--- src/rtl/paddle_ctrl_if.sv ---
// Bundles the keyboard/ball inputs and paddle geometry outputs of the Breakout paddle.
// The master side drives keys and game events; the slave side is the paddle controller.
interface paddle_ctrl_if;
  logic [7:0] keycode;
  logic       ball_out;
  logic       shrink;
  logic [9:0] bar_x;
  logic [9:0] bar_y;
  logic [9:0] bar_half_w;
  logic [9:0] bar_half_h;
  logic       holding;
  logic       launch;

  modport master (
    output keycode, ball_out, shrink,
    input  bar_x, bar_y, bar_half_w, bar_half_h, holding, launch
  );

  modport slave (
    input  keycode, ball_out, shrink,
    output bar_x, bar_y, bar_half_w, bar_half_h, holding, launch
  );
endinterface

--- src/rtl/paddle_ctrl.sv ---
// Breakout paddle controller: accelerating keyboard motion, saturating edge clamp,
// wide/narrow size mode and the serve/play/recenter sequence that releases the ball.
module paddle_ctrl #(
  parameter int         X_BEGIN      = 320,
  parameter int         Y_POS        = 460,
  parameter int         X_MIN        = 10,
  parameter int         X_MAX        = 639,
  parameter int         HALF_W       = 20,
  parameter int         HALF_H       = 3,
  parameter int         STEP_MIN     = 1,
  parameter int         STEP_MAX     = 6,
  parameter int         ACCEL_FRAMES = 4,
  parameter logic [7:0] KEY_LEFT     = 8'h04,
  parameter logic [7:0] KEY_RIGHT    = 8'h07,
  parameter logic [7:0] KEY_LAUNCH   = 8'h2C
) (
  input logic          frame_clk,
  input logic          Reset,
  paddle_ctrl_if.slave bus
);

  typedef enum logic [1:0] {
    ST_SERVE    = 2'd0,
    ST_PLAY     = 2'd1,
    ST_RECENTER = 2'd2
  } state_e;

  typedef logic signed [10:0] coord_t;

  localparam logic [9:0] X_BEGIN_U   = 10'(X_BEGIN);
  localparam logic [9:0] Y_POS_U     = 10'(Y_POS);
  localparam logic [9:0] X_MIN_U     = 10'(X_MIN);
  localparam logic [9:0] X_MAX_U     = 10'(X_MAX);
  localparam logic [9:0] HALF_WIDE   = 10'(HALF_W);
  localparam logic [9:0] HALF_NARROW = 10'(HALF_W / 2);
  localparam logic [9:0] HALF_H_U    = 10'(HALF_H);
  localparam logic [9:0] SLEW_U      = 10'(STEP_MAX);
  localparam logic [7:0] STEP_MIN_U  = 8'(STEP_MIN);
  localparam logic [7:0] STEP_MAX_U  = 8'(STEP_MAX);
  localparam logic [7:0] ACC_LAST    = 8'(ACCEL_FRAMES - 1);
  localparam coord_t     X_BEGIN_S   = coord_t'(X_BEGIN);
  localparam coord_t     SLEW_S      = coord_t'(STEP_MAX);

  // Signed 11-bit saturation keeps moves past either edge from wrapping.
  function automatic logic [9:0] clamp_x(input coord_t v, input logic [9:0] lo,
                                         input logic [9:0] hi);
    logic [9:0] r;
    if (v < $signed({1'b0, lo})) begin
      r = lo;
    end else if (v > $signed({1'b0, hi})) begin
      r = hi;
    end else begin
      r = v[9:0];
    end
    return r;
  endfunction

  state_e            state_q, state_d;
  logic [9:0]        bar_x_q, bar_x_d;
  logic [7:0]        step_q, step_d;
  logic [7:0]        count_q, count_d;
  logic signed [1:0] last_dir_q, last_dir_d;
  logic              launch_q, launch_d;
  logic              holding_q;
  logic [9:0]        half_w_q;
  logic [9:0]        bar_y_q;
  logic [9:0]        bar_half_h_q;

  logic signed [1:0] dir_s;
  logic [9:0]        half_s, lo_s, hi_s;
  coord_t            pos_s, step_s, moved_s, offset_s;
  logic [9:0]        moved_x_s, hold_x_s, slew_x_s;
  logic              near_s;
  logic [7:0]        acc_step_s, acc_count_s;

  // Key decode, legal range for the current size and candidate positions.
  always_comb begin
    if (bus.keycode == KEY_LEFT) begin
      dir_s = -2'sd1;
    end else if (bus.keycode == KEY_RIGHT) begin
      dir_s = 2'sd1;
    end else begin
      dir_s = 2'sd0;
    end
    half_s  = bus.shrink ? HALF_NARROW : HALF_WIDE;
    lo_s    = X_MIN_U + half_s;
    hi_s    = X_MAX_U - half_s;
    pos_s   = $signed({1'b0, bar_x_q});
    step_s  = $signed({3'b000, step_q});
    if (dir_s > 2'sd0) begin
      moved_s = pos_s + step_s;
    end else if (dir_s < 2'sd0) begin
      moved_s = pos_s - step_s;
    end else begin
      moved_s = pos_s;
    end
    moved_x_s = clamp_x(moved_s, lo_s, hi_s);
    hold_x_s  = clamp_x(pos_s, lo_s, hi_s);
    offset_s  = pos_s - X_BEGIN_S;
    near_s    = (offset_s <= SLEW_S) && (offset_s >= -SLEW_S);
    if (near_s) begin
      slew_x_s = X_BEGIN_U;
    end else if (offset_s > 11'sd0) begin
      slew_x_s = bar_x_q - SLEW_U;
    end else begin
      slew_x_s = bar_x_q + SLEW_U;
    end
  end

  // Acceleration: count wraps every ACCEL_FRAMES held frames, bumping the step on the last one.
  always_comb begin
    if ((dir_s == 2'sd0) || (dir_s != last_dir_q)) begin
      acc_step_s  = STEP_MIN_U;
      acc_count_s = 8'd0;
    end else begin
      acc_count_s = (count_q == ACC_LAST) ? 8'd0 : count_q + 8'd1;
      if ((acc_count_s == ACC_LAST) && (step_q < STEP_MAX_U)) begin
        acc_step_s = step_q + 8'd1;
      end else begin
        acc_step_s = step_q;
      end
    end
  end

  // Next-state selection for the serve/play/recenter sequence.
  always_comb begin
    state_d    = state_q;
    bar_x_d    = bar_x_q;
    step_d     = step_q;
    count_d    = count_q;
    last_dir_d = last_dir_q;
    launch_d   = 1'b0;
    case (state_q)
      ST_SERVE: begin
        bar_x_d    = moved_x_s;
        step_d     = acc_step_s;
        count_d    = acc_count_s;
        last_dir_d = dir_s;
        if (bus.keycode == KEY_LAUNCH) begin
          launch_d = 1'b1;
          state_d  = ST_PLAY;
        end else begin
          state_d  = ST_SERVE;
        end
      end
      ST_PLAY: begin
        if (bus.ball_out) begin
          bar_x_d    = hold_x_s;
          step_d     = STEP_MIN_U;
          count_d    = 8'd0;
          last_dir_d = 2'sd0;
          state_d    = ST_RECENTER;
        end else begin
          bar_x_d    = moved_x_s;
          step_d     = acc_step_s;
          count_d    = acc_count_s;
          last_dir_d = dir_s;
          state_d    = ST_PLAY;
        end
      end
      ST_RECENTER: begin
        bar_x_d    = slew_x_s;
        step_d     = STEP_MIN_U;
        count_d    = 8'd0;
        last_dir_d = 2'sd0;
        state_d    = near_s ? ST_SERVE : ST_RECENTER;
      end
      default: begin
        bar_x_d    = X_BEGIN_U;
        step_d     = STEP_MIN_U;
        count_d    = 8'd0;
        last_dir_d = 2'sd0;
        state_d    = ST_SERVE;
      end
    endcase
  end

  // State and registered outputs; holding mirrors the state being entered.
  always_ff @(posedge frame_clk or posedge Reset) begin
    if (Reset) begin
      state_q      <= ST_SERVE;
      bar_x_q      <= X_BEGIN_U;
      step_q       <= STEP_MIN_U;
      count_q      <= 8'd0;
      last_dir_q   <= 2'sd0;
      launch_q     <= 1'b0;
      holding_q    <= 1'b1;
      half_w_q     <= HALF_WIDE;
      bar_y_q      <= Y_POS_U;
      bar_half_h_q <= HALF_H_U;
    end else begin
      state_q      <= state_d;
      bar_x_q      <= bar_x_d;
      step_q       <= step_d;
      count_q      <= count_d;
      last_dir_q   <= last_dir_d;
      launch_q     <= launch_d;
      holding_q    <= (state_d == ST_SERVE);
      half_w_q     <= half_s;
      bar_y_q      <= Y_POS_U;
      bar_half_h_q <= HALF_H_U;
    end
  end

  assign bus.bar_x      = bar_x_q;
  assign bus.bar_y      = bar_y_q;
  assign bus.bar_half_w = half_w_q;
  assign bus.bar_half_h = bar_half_h_q;
  assign bus.holding    = holding_q;
  assign bus.launch     = launch_q;

endmodule

--- src/flat_wrapper.sv ---
// flat-port wrapper written by rule: the top's interface ports become plain ports
module paddle_ctrl_flat 
#(
  parameter int         X_BEGIN      = 320,
  parameter int         Y_POS        = 460,
  parameter int         X_MIN        = 10,
  parameter int         X_MAX        = 639,
  parameter int         HALF_W       = 20,
  parameter int         HALF_H       = 3,
  parameter int         STEP_MIN     = 1,
  parameter int         STEP_MAX     = 6,
  parameter int         ACCEL_FRAMES = 4,
  parameter logic [7:0] KEY_LEFT     = 8'h04,
  parameter logic [7:0] KEY_RIGHT    = 8'h07,
  parameter logic [7:0] KEY_LAUNCH   = 8'h2C
)
  (frame_clk, Reset, bus_keycode, bus_ball_out, bus_shrink, bus_bar_x, bus_bar_y, bus_bar_half_w, bus_bar_half_h, bus_holding, bus_launch);
  paddle_ctrl_if bus_i ();
  input logic frame_clk;
  input logic Reset;
  input wire logic [$bits(bus_i.keycode)-1:0] bus_keycode;
  input wire logic [$bits(bus_i.ball_out)-1:0] bus_ball_out;
  input wire logic [$bits(bus_i.shrink)-1:0] bus_shrink;
  output wire logic [$bits(bus_i.bar_x)-1:0] bus_bar_x;
  output wire logic [$bits(bus_i.bar_y)-1:0] bus_bar_y;
  output wire logic [$bits(bus_i.bar_half_w)-1:0] bus_bar_half_w;
  output wire logic [$bits(bus_i.bar_half_h)-1:0] bus_bar_half_h;
  output wire logic [$bits(bus_i.holding)-1:0] bus_holding;
  output wire logic [$bits(bus_i.launch)-1:0] bus_launch;
  assign bus_i.keycode = bus_keycode;
  assign bus_i.ball_out = bus_ball_out;
  assign bus_i.shrink = bus_shrink;
  assign bus_bar_x = bus_i.bar_x;
  assign bus_bar_y = bus_i.bar_y;
  assign bus_bar_half_w = bus_i.bar_half_w;
  assign bus_bar_half_h = bus_i.bar_half_h;
  assign bus_holding = bus_i.holding;
  assign bus_launch = bus_i.launch;
  paddle_ctrl #(.X_BEGIN(X_BEGIN), .Y_POS(Y_POS), .X_MIN(X_MIN), .X_MAX(X_MAX), .HALF_W(HALF_W), .HALF_H(HALF_H), .STEP_MIN(STEP_MIN), .STEP_MAX(STEP_MAX), .ACCEL_FRAMES(ACCEL_FRAMES), .KEY_LEFT(KEY_LEFT), .KEY_RIGHT(KEY_RIGHT), .KEY_LAUNCH(KEY_LAUNCH)) u_core (.frame_clk(frame_clk), .Reset(Reset), .bus(bus_i));
endmodule
--- config.mk ---
export PLATFORM = sky130hd
export DESIGN_NAME = paddle_ctrl_flat
export DESIGN_NICKNAME = d
export VERILOG_FILES = /design/src/rtl/paddle_ctrl_if.sv /design/src/rtl/paddle_ctrl.sv /design/src/flat_wrapper.sv
export SDC_FILE = /design/constraint.sdc
export NUM_CORES = 1
export LEC_CHECK = 0
export CAP_MARGIN = 15
export CORE_MARGIN = 5
export CORE_UTILIZATION = 50
export DETAILED_ROUTE_END_ITERATION = 10
export GPL_ROUTABILITY_DRIVEN = 0
export PLACE_DENSITY = 0.77
export SYNTH_ARGS = -nofsm -noshare
export SYNTH_HDL_FRONTEND = slang
export SYNTH_SLANG_ARGS = --single-unit
--- constraint.sdc ---
create_clock -name frame_clk -period 4.1 [get_ports frame_clk]
set_input_delay 0.615 -clock frame_clk [delete_from_list [all_inputs] [get_ports frame_clk]]
set_output_delay 0.615 -clock frame_clk [all_outputs]
set_load 0.02 [all_outputs]
==> metrics.md <==
| Metric | Value |
|---|---|
| Initial core utilization | `around half` |
| Most instantiated cells after synthesis | `47 x nor2_1, 40 x ha_1, 30 x buf_4` |
| Post-synth EDFFs | `0` |
| Reg-to-reg critical path startpoint | `u_core.bus.bar_x[6]` |
| CP startpoint | `u_core.bus.bar_x[6]` |
| Crit path time final | `3.876 ns` |
| Total CTS buffers | `5` |
| GRT Total Usage | `between 20% and 30%` |
| Final hold violations | `0` |
| Count leader, synth | `nor2_1` |
| Yosys top cell by area | `dfrtp_1` |
| Worst Reg2Reg Path Length in Cells | `18` |
| CP Capture Type | `flop` |
| Pwr Density | `between 700 and 800 nW/µm²` |
| Clk pwr share | `8.9%` |
| Max H-tree Level | `2` |
| Rows | `31` |
| Setup TNS | `0 ns` |
| Congestion Overflow GR | `0` |
| DRT Wirelength | `a little under 10000 µm` |
| Flop-to-flop setup slack | `around 0.22 ns` |
| Slew HR | `roughly 58%` |
| DRC | `0` |
| Yosys reg bits | `34` |
| Combinational fraction of design power | `between 70% and 80%` |
| Synth async-reset ratio | `100.0%` |
| Core footprint | `~7200 µm²` |
| CTS root buf | `clkbuf_8` |
| Worst-Margin Slew | `approximately 0.63 ns` |
| Status | `finished clean` |
| Pint | `0.001522 W` |
| Final period util | `94.53%` |
| RSZ-0062 raised after global routing | `no` |
| P_sw | `around 0.0015 W` |
| Vias in the first global route | `between 3000 and 4000` |
| Slew Limit Fails | `0` |
| Mapped cell area | `roughly 3600 µm²` |
| I/O pins | `54` |
| Critical path type | `flop to flop` |
| CTS tree | `done` |
| Synth Area per Inst | `8.414 µm²` |
| Post-synthesis cell type count | `about 70` |
| Post-synthesis sequential area ratio | `23.58%` |
| Final nets | `532` |
| Cells after Synth | `432` |
| Worst-Skew Late Latency | `roughly 0.29 ns` |
| Flop pwr share | `roughly 18%` |
| Diode count | `0` |
| Layout cells sized above 1 | `between 10% and 20%` |
| LEAKAGE | `between 1.5 and 2 nW` |
| Top FF cell, synth | `dfrtp_1` |
| Antenna violations before repair | `0` |
| Dpl cell area | `4039 µm²` |
| Clock skew | `approximately 0.0042 ns` |
| Total Power | `0.003046 W` |
| Synthesis Warnings | `0` |
| Vias per cell | `between 5 and 6` |
| Wirelength per Cell | `approximately 17 µm` |
| Final antenna-violating net count | `0` |
| First-pass GRT wire length | `between 15000 and 20000 µm` |
| Die Y | `roughly 95 µm` |
| Port bufs | `27` |
| Switching Fraction | `between 50% and 60%` |
| Area growth syn-to-layout | `15.15%` |
| Yosys top cell area share | `roughly 20%` |
| Hold Crit Class | `flop to flop` |
| Critical Path RT | `4.29 ns` |
| Setup crit end | `u_core.bus.bar_x[9]` |
| Worst-path fanout max | `6` |
| Final setup violation count | `0` |
| Synth area leaders | `dfrtp_1 20%, ha_1 14%, buf_4 6.2%, nor2_1 4.9%, dfstp_2 3.6%` |
| Die width | `approximately 95 µm` |
| Worst vdd rail ir drop | `about 0.57 mV` |
| Largest net degree at the start of global routing | `35` |
| DRT Pass-1 Iters | `6` |
| CTS Buffer Depth | `2` |
| Reg-to-Reg End | `u_core.bus.bar_x[9]` |
| Worst-path clk slew | `~0.08 ns` |
| Design Area, Final | `4185 µm²` |
| Max cap viols | `0` |
| Worst EP arrival | `approximately 4.1 ns` |
| DR iter-0 viols | `about 360` |
| CTS Sinks | `34` |
| Startpoint Class | `flop` |
| Max frequency | `about 0.26 GHz` |
| Vias | `3434` |
| Die area | `around 9100 µm²` |
| Dpl hpwl | `7568 µm` |
==> per-layer routing <==
| metal | vias up | GRT usage, % | routed length (µm) |
|---|---|---|---|
| met1 | 1615 | 28.56 | 4054 |
| met4 | 0 | 7.813 | 268 |
| met3 | 29 | 5.288 | 921 |
| met5 | - | 0 | 0 |
| met2 | 186 | 36.62 | 4380 |
| li1 | 1604 | - | - |
==> cell families (layout without fill, tap and decap cells) <==
group,after synthesis,count (layout),share of synthesized area [%]
and+or+nand+nor,155,155,23.27
AOI/OAI and AO/OA,112,112,22.44
buffers and inverters,65,87,9.811
adders and majority gates,43,43,15.42
DFF,34,34,23.58
xor gates and xnor gates,17,17,4.097
muxes,4,4,1.170
other,2,26,0.2066
==> metrics by stage <==
stage	cells	utilization, %	setup slack [ns]	hold WS (ns)
3_5_place_dp	567	56.29	0.07386	0.4961
4_1_cts	575	57.61	0.06348	0.5060
2_1_floorplan	456	-	0.03306	0.4546
5_1_grt	577	58.33	0.01141	0.5362
6_report	577	58.33	0.2245	0.4980
3_3_place_gp	567	56.29	0.1989	0.4712
==> placed cells by master (no fill, tap or decap), types with 9 or more instances in the layout <==
cell,netlist,layout
ha_1,40,39
nor3_1,10,10
xor2_1,9,9
nor2_1,47,47
o21ai_0,16,14
conb_1,2,26
nand3_1,15,15
a21oi_1,19,19
nand2_1,26,26
dfrtp_1,29,29
inv_1,29,28
clkdlybuf4s50_1,0,27
buf_4,30,23
a21o_1,12,12
==> worst max-delay path, stage by stage (launching register included) <==
cell	delay [ns]
dfstp_2	0.53
inv_1	0.05
ha_1	0.20
nand2b_1	0.18
or3_4	0.39
a2111oi_4	0.37
nand4_1	0.20
o21ai_2	0.12
inv_2	0.11
ha_4	0.23
nor2b_1	0.12
o21ai_0	0.16
nand2b_1	0.12
a21o_1	0.18
a21o_1	0.20
a31oi_2	0.15
xnor2_1	0.13
o211ai_1	0.10
a22o_1	0.22
==> power groups by stage <==
| stage | clock (W) | combinational, W | sequential, W |
|---|---|---|---|
| 3_3_place_gp | 0 | 0.00208 | 0.000539 |
| 5_1_grt | 0.000292 | 0.00246 | 0.000554 |
| 6_report | 0.000272 | 0.00223 | 0.000541 |
| 4_1_cts | 0.000274 | 0.00214 | 0.000536 |
| 3_5_place_dp | 0 | 0.00213 | 0.000542 |
| 2_1_floorplan | 0 | 0.00149 | 0.000597 |
==> worst min-delay path by stage <==
stage | start | end | slack (ns) | cells after the start
after floorplan | u_core.count_q[0] | u_core.count_q[0] | 0.45 | 1
after global placement | u_core.count_q[0] | u_core.count_q[0] | 0.47 | 1
after detailed placement | u_core.count_q[0] | u_core.count_q[0] | 0.50 | 1
after CTS | u_core.count_q[0] | u_core.count_q[0] | 0.51 | 1
after global routing | u_core.count_q[0] | u_core.count_q[0] | 0.54 | 1
final | u_core.count_q[0] | u_core.count_q[0] | 0.50 | 1
==> flip-flops by register name, indices dropped and copies added (netlist names) <==
register and count:
u_core.bus.bar_half_w 2, u_core.bus.bar_x 10, u_core.bus.holding 1, u_core.bus.launch 1
u_core.count_q 8, u_core.last_dir_q 2, u_core.state_q 2, u_core.step_q 8
==> timing repair <==
action / CTS / global route
setup endpoints to repair: 0 / 2
hold buffers: 0 / 0
setup buffers: 0 / 2
resized for setup: 0 / 5
==> final cells by class <==
class                      instances  area, µm²
sequential                        34      857.1
clock buffer                       6      82.58
multi-input combinational        357       2557
fill                             655       2990
clock inverter                     2      12.51
timing repair buffer              50      442.9
tap                               99      123.9
inverter                          29      108.9
Power figures use the tool's default switching activity.
